--- config.mk ---
export PLATFORM = sky130hd
export DESIGN_NAME = banner_ctrl
export DESIGN_NICKNAME = d
export VERILOG_FILES = /design/src/rtl/banner_pkg.sv /design/src/rtl/btn_debounce.sv /design/src/rtl/banner_ctrl.sv
export SDC_FILE = /design/constraint.sdc
export NUM_CORES = 1
export LEC_CHECK = 0
export CAP_MARGIN = 20
export CORE_AREA = 10 10 97 99
export DETAILED_ROUTE_END_ITERATION = 7
export DIE_AREA = 0 0 107 109
export PLACE_DENSITY = 0.7
export REMOVE_ABC_BUFFERS = 1
export SLEW_MARGIN = 20
export SYNTH_ARGS = -nofsm -noshare
export SYNTH_HDL_FRONTEND = slang
export SYNTH_SLANG_ARGS = --single-unit
--- constraint.sdc ---
create_clock -name clk -period 1.8 [get_ports clk]
set_clock_uncertainty 0.05 [all_clocks]
set_input_delay 0.45 -clock clk [delete_from_list [all_inputs] [get_ports clk]]
set_output_delay 0.45 -clock clk [all_outputs]
set_load 0.05 [all_outputs]
--- src/rtl/banner_pkg.sv ---
// Shared constants for the banner controller: FSM state encodings and the
// default debounce length (1 ms at 1 GHz-class clocks, ~10 ms at 100 MHz).
package banner_pkg;

    localparam logic [1:0] ST_IDLE  = 2'b00;
    localparam logic [1:0] ST_RUN   = 2'b01;
    localparam logic [1:0] ST_PAUSE = 2'b10;
    localparam logic [1:0] ST_CLEAR = 2'b11;

    localparam int DB_CYCLES_DEF = 1_000_000;

endpackage

--- src/rtl/btn_debounce.sv ---
// One push-button front end: 2-flop synchroniser, stable-level debouncer
// and a one-cycle press pulse on each accepted rising level.
module btn_debounce
    import banner_pkg::*;
#(
    parameter int DB_CYCLES = DB_CYCLES_DEF
) (
    input  logic clk,
    input  logic reset,
    input  logic btn,
    output logic press
);

    localparam int CW = $clog2(DB_CYCLES);
    localparam logic [CW-1:0] CNT_TERM = CW'(DB_CYCLES - 1);

    logic          sync1;
    logic          sync2;
    logic          db;
    logic          db_d;
    logic [CW-1:0] cnt;

    // Synchronise the raw button, then accept a new level only after it has
    // disagreed with the debounced level for DB_CYCLES consecutive samples.
    always_ff @(posedge clk) begin
        if (reset) begin
            sync1 <= 1'b0;
            sync2 <= 1'b0;
            db    <= 1'b0;
            db_d  <= 1'b0;
            cnt   <= '0;
        end else begin
            sync1 <= btn;
            sync2 <= sync1;
            db_d  <= db;
            if (sync2 == db) begin
                cnt <= '0;
            end else if (cnt == CNT_TERM) begin
                db  <= sync2;
                cnt <= '0;
            end else begin
                cnt <= cnt + 1'b1;
            end
        end
    end

    // Releases produce nothing; only the rising debounced edge is a press.
    assign press = db & ~db_d;

endmodule

--- src/rtl/banner_ctrl.sv ---
// Push-button sequencer for the scrolling banner: debounces run/dir/clear
// buttons and drives the banner's enable, dir and clear strobe from a
// four-state FSM (IDLE, RUN, PAUSE, CLEAR).
// Optional feature: define BANNER_CTRL_AUTO_REV_EN to flip dir automatically
// every AUTO_REV_CYCLES cycles spent in RUN.
module banner_ctrl
    import banner_pkg::*;
#(
    parameter int DB_CYCLES       = DB_CYCLES_DEF,
    parameter int AUTO_REV_CYCLES = 2**24
) (
    input  logic       clk,
    input  logic       reset,
    input  logic       btn_run,
    input  logic       btn_dir,
    input  logic       btn_clr,
    output logic       enable,
    output logic       dir,
    output logic       banner_reset,
    output logic [1:0] state
);

    logic       run_p;
    logic       dir_p;
    logic       clr_p;
    logic [1:0] state_nxt;
    logic       dir_tog;
    logic       auto_tog;

    btn_debounce #(.DB_CYCLES(DB_CYCLES)) u_db_run (
        .clk   (clk),
        .reset (reset),
        .btn   (btn_run),
        .press (run_p)
    );

    btn_debounce #(.DB_CYCLES(DB_CYCLES)) u_db_dir (
        .clk   (clk),
        .reset (reset),
        .btn   (btn_dir),
        .press (dir_p)
    );

    btn_debounce #(.DB_CYCLES(DB_CYCLES)) u_db_clr (
        .clk   (clk),
        .reset (reset),
        .btn   (btn_clr),
        .press (clr_p)
    );

    // Next state and manual dir toggle; clear wins over run and swallows a
    // same-cycle dir press, and CLEAR itself ignores every press.
    always_comb begin
        state_nxt = state;
        dir_tog   = 1'b0;
        if (state == ST_CLEAR) begin
            state_nxt = ST_IDLE;
        end else begin
            dir_tog = dir_p & ~clr_p;
            if (clr_p) begin
                state_nxt = ST_CLEAR;
            end else if (run_p) begin
                state_nxt = (state == ST_RUN) ? ST_PAUSE : ST_RUN;
            end
        end
    end

`ifdef BANNER_CTRL_AUTO_REV_EN
    localparam int AW = $clog2(AUTO_REV_CYCLES);
    localparam logic [AW-1:0] AR_TERM = AW'(AUTO_REV_CYCLES - 1);

    logic [AW-1:0] run_cnt;

    assign auto_tog = (state == ST_RUN) && (run_cnt == AR_TERM);

    // Count RUN cycles (held in PAUSE); restart after each flip, after a
    // manual dir press, and whenever the banner is idle or being cleared.
    always_ff @(posedge clk) begin
        if (reset) begin
            run_cnt <= '0;
        end else if (state == ST_IDLE || state == ST_CLEAR || dir_tog) begin
            run_cnt <= '0;
        end else if (state == ST_RUN) begin
            run_cnt <= auto_tog ? '0 : run_cnt + 1'b1;
        end
    end
`else
    logic unused_auto_rev;

    assign auto_tog        = 1'b0;
    assign unused_auto_rev = (AUTO_REV_CYCLES != 0);
`endif

    // Registered outputs: decoded from the next state so enable and the
    // clear strobe line up with the state register, with no input-to-output path.
    always_ff @(posedge clk) begin
        if (reset) begin
            state        <= ST_IDLE;
            enable       <= 1'b0;
            banner_reset <= 1'b0;
            dir          <= 1'b0;
        end else begin
            state        <= state_nxt;
            enable       <= (state_nxt == ST_RUN);
            banner_reset <= (state_nxt == ST_CLEAR);
            dir          <= dir ^ (dir_tog | auto_tog);
        end
    end

endmodule

Word level (Yosys, flattened, before mapping)
Index checks and enable logic that the tools add are counted.
{"block": "totals", "regBits": 77, "input_bits": 5, "output_inout_bits": 5}
{"block": "op_classes", "n_addsub": 3, "n_eq_ne": 10, "n_mux": 5, "bitwise": 12, "n_reduce_logical": 6}
{"operator": "$add 20x1->20 const B", "count": 3}
{"operator": "$eq 20x20->1 const B", "count": 3}
{"operator": "$reduce_or 3->1", "count": 3}
{"operator": "$mux 2", "count": 4}
{"operator": "$not 1->1", "count": 7}
{"operator": "$reduce_and 2->1", "count": 3}
{"operator": "$and 1x1->1", "count": 4}
{"operator": "$eq 2x1->1 const B", "count": 2}
{"operator": "$eq 2x2->1 const B", "count": 2}
{"operator": "$eq 1x1->1", "count": 3}
{"operator": "$mux 1", "count": 1}
{"operator": "$xor 1x1->1", "count": 1}

Depth between registers and ports, before layout
Gate-level depths: netlist of run 1.
{"block": "depth", "word_depth": 6, "ltp_mapped": 6}

Hierarchy
A second synthesis of run 1 with hierarchy kept.
{"block": "hier_totals", "cells_unflattened": 369, "area_unflattened_um2": 3345.7}
{"mod": "btn_debounce", "instances": 3, "cells_per_inst": 116, "area_each_um2": 1048.5, "seq_area_each_um2": 480.5}
{"mod": "banner_ctrl", "instances": 1, "cells_per_inst": 21, "area_each_um2": 200.2, "seq_area_each_um2": 100.1}

Worst setup path before layout of run 1
Ideal clock, no wire load.
{"block": "synth_path", "path_type": "register to register", "from": "reg u_db_clr.cnt[13]", "to": "reg u_db_clr.cnt[10]", "arrival_ps": 1737, "required_ps": 1633, "slack_ps": -104, "stages_incl_launch_ff": 6, "synth_period_minus_slack_ps": 1904, "path_cell_list": "dfxtp_1 -> or4_1 -> or4_1 -> o21ai_1 -> buf_2 -> nor2_1"}
{"block": "synth_via", "elab_chain_cells": 2}
{"element": "start, declared", "line": "btn_debounce.sv:21", "source": "logic [CW-1:0] cnt;"}
{"element": "start signal, assigned", "line": "btn_debounce.sv:42", "source": "cnt <= cnt + 1'b1;"}
{"element": "$eq 20x20->1", "line": "btn_debounce.sv:38", "source": "end else if (cnt == CNT_TERM) begin"}
{"element": "$reduce_or 3->1 (no source line)"}
Every way passes these cells.
A chain may end at the register's enable or synchronous reset.

Final worst setup path of run 1
{"block": "layout_path", "from": "reg u_db_clr.cnt[13]", "to": "reg u_db_clr.db"}
{"block": "layout_via", "elab_chain_cells": 2}
{"element": "$eq 20x20->1", "line": "btn_debounce.sv:38"}
{"element": "$reduce_and 2->1 (no source line)"}
{"element": "end signal, assigned", "line": "btn_debounce.sv:39", "source": "db <= sync2;"}
{"element": "end, declared", "line": "btn_debounce.sv:19", "source": "logic db;"}
Every way passes these cells.

==> results.py, run 1 <==
metrics = {
    "pwr": {
        "combPwrFrac": 0.017,
        "p_leak_nw": 1.27,
        "switching_share": 0.222,
        "p_switching_w": 0.000689,
        "peakVddDrop_v": 0.000334,
        "p_int_w": 0.00242,
        "p_clk_frac": 0.433,
        "power_density_mw_per_mm2": 778,
        "p_seq_frac": 0.551,
    },
    "grt": {
        "grt_first_pass_wirelength_um": 11300,
        "grt_overflow": 0,
        "grt_antenna_before_repair": 0,
        "grt_max_degree": 20,
        "grt_pass1_vias": 2576,
        "grt_use_total": 0.116,
    },
    "cts": {
        "hold_buffers": 0,
        "path_clk_slew_ps": 80,
        "cts_buffer_depth": 2,
        "htreeDepth": 3,
        "clkSinkCount": 77,
        "clk_latency_ps": 350,
        "root_buffer": "clkbuf_8",
        "numCtsBuffers": 9,
        "cts_tree": "built",
    },
    "logic_synthesis": {
        "syn_area_mm2": 0.00328,
        "yosys_warnings": 0,
        "syn_inst": 373,
        "synth_seq_cells": 77,
        "yosys_most_used_dff": "dfxtp_1",
        "seq_area_frac_synth": 0.470,
        "syn_area_per_cell_um2": 8.79,
        "async_flop_share": 0,
        "synth_edf_count": 0,
        "ys_types": 38,
    },
    "timing": {
        "slew_headroom": 0.767,
        "setup_tns_ps": -2570,
        "period_share": 1.08,
        "grt_setup_unrepaired": "yes",
        "postLayoutSetupSlackWorst_ps": -140,
        "slew_viol_final": 0,
        "finalHoldViolations": 0,
        "period_minus_slack_ps": 1940,
        "finalSetupViolations": 21,
        "hold_ws_ps": 390,
        "max_freq_mhz": 515,
        "worstMarginPinSlew_ps": 345,
    },
    "routing": {
        "first_pass_iters": 4,
        "drc_errors": 0,
        "drt-met1-wl_um": 3020,
        "drt-total-wl_um": 6390,
        "wl_per_cell_um": 12.1,
        "route.met2.wl_um": 3030,
        "drtIter0Drc": 66,
        "met3_length_um": 228,
        "vias": 2736,
        "top_layer": "met4",
        "viasPerCell": 5.18,
        "antenna_left": 0,
    },
    "floorplan": {
        "die_width_um": 107,
        "ios": 10,
        "die_h_um": 109,
        "core-area_mm2": 0.00753,
        "die_area_mm2": 0.0117,
        "rows": 32,
        "initial_utilization": 0.436,
    },
    "finish": {
        "post-route-cell-area_mm2": 0.00400,
        "fill_cells": 750,
        "n_antenna_cell": 0,
        "fin_nets": 429,
        "drive_gt1_frac": 0.167,
        "area_growth_pct": 21.9,
    },
    "run_status": {
        "failed_checks": "setup timing",
        "outcome": "finished, violations left",
    },
    "setup_path": {
        "arrival_ps": 2180,
        "crit_family": "simple AND/OR/NAND/NOR gates",
        "endpoint_kind": "flip-flop",
        "cpMostUsedCell": "or4_4",
        "critPathKind": "flip-flop to flip-flop",
        "start_kind": "flip-flop",
        "cpPeakStageDelay_ps": 550,
        "cp_max_fo": 3,
        "crit_path_cell_trace": "or4_4, or4_4, or3_1, a21oi_1",
        "cp_slowest_cell": "or4_4",
        "cp.buffers_inverters": 0,
        "critPathRequiredTime_ps": 2040,
    },
    "placed_design": {
        "place_area_mm2": 0.00376,
        "gp_congestion": 0.802,
        "hpwl_um": 4700,
        "port-buffer-count": 9,
    },
    "min_path": {
        "min_path_type": "flip-flop to flip-flop",
    },
    "job": {
        "maxCapViolCount": 0,
    },
}
[Yosys cell counts (2+ instances only)]
cell type | instances | area (um^2)
a21oi_1 | 22 | 110
a221oi_1 | 2 | 17.5
and2_1 | 3 | 18.8
and3_1 | 2 | 12.5
and4_1 | 4 | 35.0
buf_2 | 4 | 20.0
clkbuf_1 | 6 | 22.5
dfxtp_1 | 77 | 1540
ha_1 | 3 | 37.5
inv_1 | 16 | 60.1
mux2i_1 | 2 | 20.0
nand2_1 | 21 | 78.8
nand3_1 | 18 | 90.1
nand4_1 | 15 | 93.8
nor2_1 | 46 | 173
nor2b_1 | 11 | 68.8
nor3_1 | 11 | 55.1
nor4_1 | 5 | 31.3
nor4b_1 | 3 | 26.3
o21ai_0 | 13 | 65.1
o21ai_1 | 2 | 10.0
o31ai_1 | 9 | 67.6
or2_2 | 2 | 12.5
or3_1 | 15 | 93.8
or4_1 | 12 | 90.1
xnor2_1 | 22 | 193
xor2_1 | 16 | 140
[state kept, by name, summed over array words and instances (netlist names), 2 cells and up]
signal        cells
u_db_run.cnt     20
u_db_dir.cnt     20
u_db_clr.cnt     20
state             2
[worst register-to-register path, cell delays in order, from the launching register on]
cell and delay (ps):
dfxtp_1 310, or4_4 520, or4_4 550, or3_1 320
a21oi_1 130
[worst paths after layout]
kind	startpoint	endpoint	slack [ps]	depth (start not counted)
max	u_db_clr.cnt[13]	u_db_clr.db	-140	4
min	u_db_run.cnt[0]	u_db_run.cnt[0]	390	1
max reg2reg	u_db_clr.cnt[13]	u_db_clr.db	-140	4
min reg2reg	u_db_run.cnt[0]	u_db_run.cnt[0]	390	1
[final cells by class]
type	instances	area (um^2)	area share
clock buffers	10	138	0.0344
clock inverters	6	70.1	0.0175
inverters	16	60.1	0.0150
multi-input cells	269	1650	0.413
flip-flops and latches	77	1540	0.385
well taps	102	128	0.0319
repair buffers	48	412	0.103
[timing repair]
item / CTS / global route
buffers inserted: 0 / 1
setup endpoints to repair: 21 / 28
resized for setup: 3 / 5
pin swaps: 0 / 2
gates cloned: 0 / 0
[power groups by stage]
stage / Sequential, W / Clock, W / Combinational (W)
2_1_floorplan: 0.00175 / 0 / 0.0000179
3_3_place_gp: 0.00175 / 0 / 0.0000510
3_5_place_dp: 0.00175 / 0 / 0.0000518
4_1_cts: 0.00171 / 0.00138 / 0.0000527
5_1_grt: 0.00172 / 0.00145 / 0.0000577
6_report: 0.00171 / 0.00135 / 0.0000517
[routing by layer]
layer	vias to the layer above	GRT usage
li1	1407	-
met1	1278	0.138
met2	39	0.192
met5	-	0
met3	12	0.0319
met4	0	0.0532
[metrics by stage]
stage                     std cells  total power (W)  utilization  worst slack (ps)
after global placement          511          0.00180        0.500              -167
after detailed placement        511          0.00181        0.500              -190
after floorplan                 362          0.00177            -              -577
final                           528          0.00311        0.531              -140
after CTS                       527          0.00315        0.529              -145
after global routing            528          0.00322        0.531              -200
[cells in the final DEF, fill, tap and decap left out, drive strengths merged, types with 16 or more instances in the layout]
cell type,n
dfxtp,77
nor2,46
buf,44
xnor2,22
a21oi,22
nand2,21
nand3,18
inv,18
xor2,16
[cells by family after synthesis]
| logic type | after synthesis | synth area share |
|---|---|---|
| XOR/XNOR | 38 | 0.101 |
| adder cells (fa/ha/maj) | 3 | 0.0114 |
| AND/OR/NAND/NOR | 175 | 0.287 |
| flip-flops | 77 | 0.470 |
| multiplexers | 3 | 0.00954 |
| AO/OA/AOI/OAI | 50 | 0.0885 |
| buffers and inverters | 27 | 0.0324 |
Note: power is estimated with default switching activity, not from simulation.
==> run 2: changes to the inputs <==
--- a/config.mk
+++ b/config.mk
@@ -6,9 +6,9 @@
 export NUM_CORES = 1
 export LEC_CHECK = 0
 export CAP_MARGIN = 20
-export CORE_AREA = 10 10 97 99
+export CORE_AREA = 2 2 89 91
 export DETAILED_ROUTE_END_ITERATION = 7
-export DIE_AREA = 0 0 107 109
+export DIE_AREA = 0 0 91 93
 export PLACE_DENSITY = 0.7
 export REMOVE_ABC_BUFFERS = 1
 export SLEW_MARGIN = 20
==> results.py, run 2 (synthesis results as in run 1) <==
metrics = {
    "run_status": {
        "outcome": "finished, violations left",
        "failed_checks": "setup timing",
    },
    "min_path": {
        "min_path_type": "flip-flop to flip-flop",
        "hold_depth": 1,
        "hold_end": "u_db_run.cnt[0]",
        "hold_start": "u_db_run.cnt[0]",
    },
    "floorplan": {
        "die_area_mm2": 0.00846,
        "initial_utilization": 0.436,
        "core-area_mm2": 0.00753,
        "die_h_um": 93,
        "ios": 10,
        "rows": 32,
        "die_width_um": 91,
    },
    "timing": {
        "worstMarginPinSlew_ps": 349,
        "period_share": 1.10,
        "max_freq_mhz": 506,
        "period_minus_slack_ps": 1980,
        "grt_setup_unrepaired": "yes",
        "postLayoutSetupSlackWorst_ps": -178,
        "slew_viol_final": 0,
        "finalSetupViolations": 21,
        "hold_ws_ps": 388,
        "slew_headroom": 0.764,
        "finalHoldViolations": 0,
    },
    "cts": {
        "cts_buffer_depth": 2,
        "root_buffer": "clkbuf_8",
        "clkSinkCount": 77,
        "clk_latency_ps": 350,
        "path_clk_slew_ps": 80,
        "htreeDepth": 3,
        "numCtsBuffers": 9,
        "cts_tree": "built",
    },
    "setup_path": {
        "endpoint_kind": "flip-flop",
        "r2r_setup_slack_ps": -180,
        "arrival_ps": 2160,
        "r2r_start": "u_db_clr.cnt[8]",
        "cp_max_fo": 5,
        "critPathKind": "flip-flop to flip-flop",
        "critPathRequiredTime_ps": 1990,
        "r2r_cells": 5,
        "reg2reg_to": "u_db_clr.cnt[19]",
        "start_kind": "flip-flop",
    },
    "routing": {
        "drtIter0Drc": 99,
        "vias": 2749,
        "antenna_left": 0,
        "drc_errors": 0,
        "drt-total-wl_um": 6630,
        "wl_per_cell_um": 12.4,
        "first_pass_iters": 4,
        "viasPerCell": 5.16,
    },
    "job": {
        "maxCapViolCount": 0,
    },
    "pwr": {
        "p_seq_frac": 0.530,
        "p_switching_w": 0.000679,
        "p_clk_frac": 0.452,
        "power_density_mw_per_mm2": 785,
        "combPwrFrac": 0.018,
        "p_leak_nw": 1.32,
        "switching_share": 0.210,
        "p_int_w": 0.00256,
        "peakVddDrop_v": 0.000325,
    },
    "finish": {
        "multiInputGateArea_mm2": 0.00170,
        "top_regs": "u_db_clr.cnt x20, u_db_dir.cnt x20, u_db_run.cnt x20",
        "n_antenna_cell": 0,
        "area_growth_pct": 25.6,
        "fin_nets": 434,
        "final_common_cell": "dfxtp_1",
        "layout_common_cells": "72 x dfxtp_1, 41 x buf_4, 39 x nor2_1, 22 x xnor2_1, 21 x nand2_1",
        "instances_no_fill": 533,
        "drive_gt1_frac": 0.211,
        "fill_cells": 712,
        "layout.area.seq_mm2": 0.00155,
    },
    "placed_design": {
        "place_inst": 512,
        "port-buffer-count": 9,
        "hpwl_um": 4550,
        "dp_slack_ps": -199,
        "gp_congestion": 0.805,
    },
    "grt": {
        "grt_antenna_before_repair": 0,
        "grt_max_degree": 23,
        "grt_overflow": 0,
        "grt_use_total": 0.163,
        "grt_pass1_vias": 2602,
        "grt_first_pass_wirelength_um": 11300,
    },
}
## run 2: cell type report
class                   instances  area share
inverters                      16      0.0146
flip-flops and latches         77       0.376
clock inverters                 6      0.0210
multi-input cells             269       0.412
well taps                     102      0.0310
repair buffers                 53       0.113
clock buffers                  10      0.0334
## run 2: layer usage
layer,GRT usage,up-vias,part of all wire
li1,-,1420,-
met1,0.200,1285,0.47
met2,0.280,32,0.48
met3,0.0258,12,0.026
met4,0.0808,0,0.016
met5,0,-,0
## run 2: worst max-delay path by stage
stage / cells after the start / slack, ps / from / to
floorplan: 4 / -580 / u_db_clr.cnt[13] / u_db_clr.cnt[10]
global placement: 5 / -160 / u_db_clr.cnt[13] / u_db_clr.cnt[6]
detailed placement: 5 / -200 / u_db_clr.cnt[13] / u_db_clr.cnt[11]
CTS: 5 / -190 / u_db_clr.cnt[7] / u_db_clr.cnt[11]
global route: 5 / -220 / u_db_clr.cnt[9] / u_db_clr.cnt[11]
finish: 5 / -180 / u_db_clr.cnt[8] / u_db_clr.cnt[19]
## run 2: metrics by stage
stage | instance area, um^2 | setup TNS [ps] | util | power (W)
2_1_floorplan | 3230 | -13200 | - | 0.00177
3_3_place_gp | 3770 | -2950 | 0.501 | 0.00180
3_5_place_dp | 3770 | -3780 | 0.501 | 0.00181
4_1_cts | 4050 | -3620 | 0.538 | 0.00325
5_1_grt | 4120 | -4570 | 0.547 | 0.00333
6_report | 4120 | -3450 | 0.547 | 0.00323
## run 2: worst max-delay path, stage by stage (launching register included)
cell and delay [ps]:
dfxtp_1 310, or4bb_1 500, or4_4 550, o21ai_4 240, buf_6 160, a21oi_1 40
## run 2: power by group through the flow
| stage | sequential [W] | combinational [W] | clock (W) |
|---|---|---|---|
| global route | 0.00171 | 0.0000652 | 0.00155 |
| CTS | 0.00171 | 0.0000569 | 0.00148 |
| global placement | 0.00175 | 0.0000502 | 0 |
| finish | 0.00171 | 0.0000594 | 0.00146 |
| floorplan | 0.00175 | 0.0000179 | 0 |
| detailed placement | 0.00175 | 0.0000510 | 0 |
## run 2: repair_timing
action                     4_1_cts  5_1_grt
gates cloned                     2        0
pin swaps                        3        9
hold buffers                     0        0
setup endpoints to repair       37       38
gates resized for setup         13       18
buffers inserted                 0        3
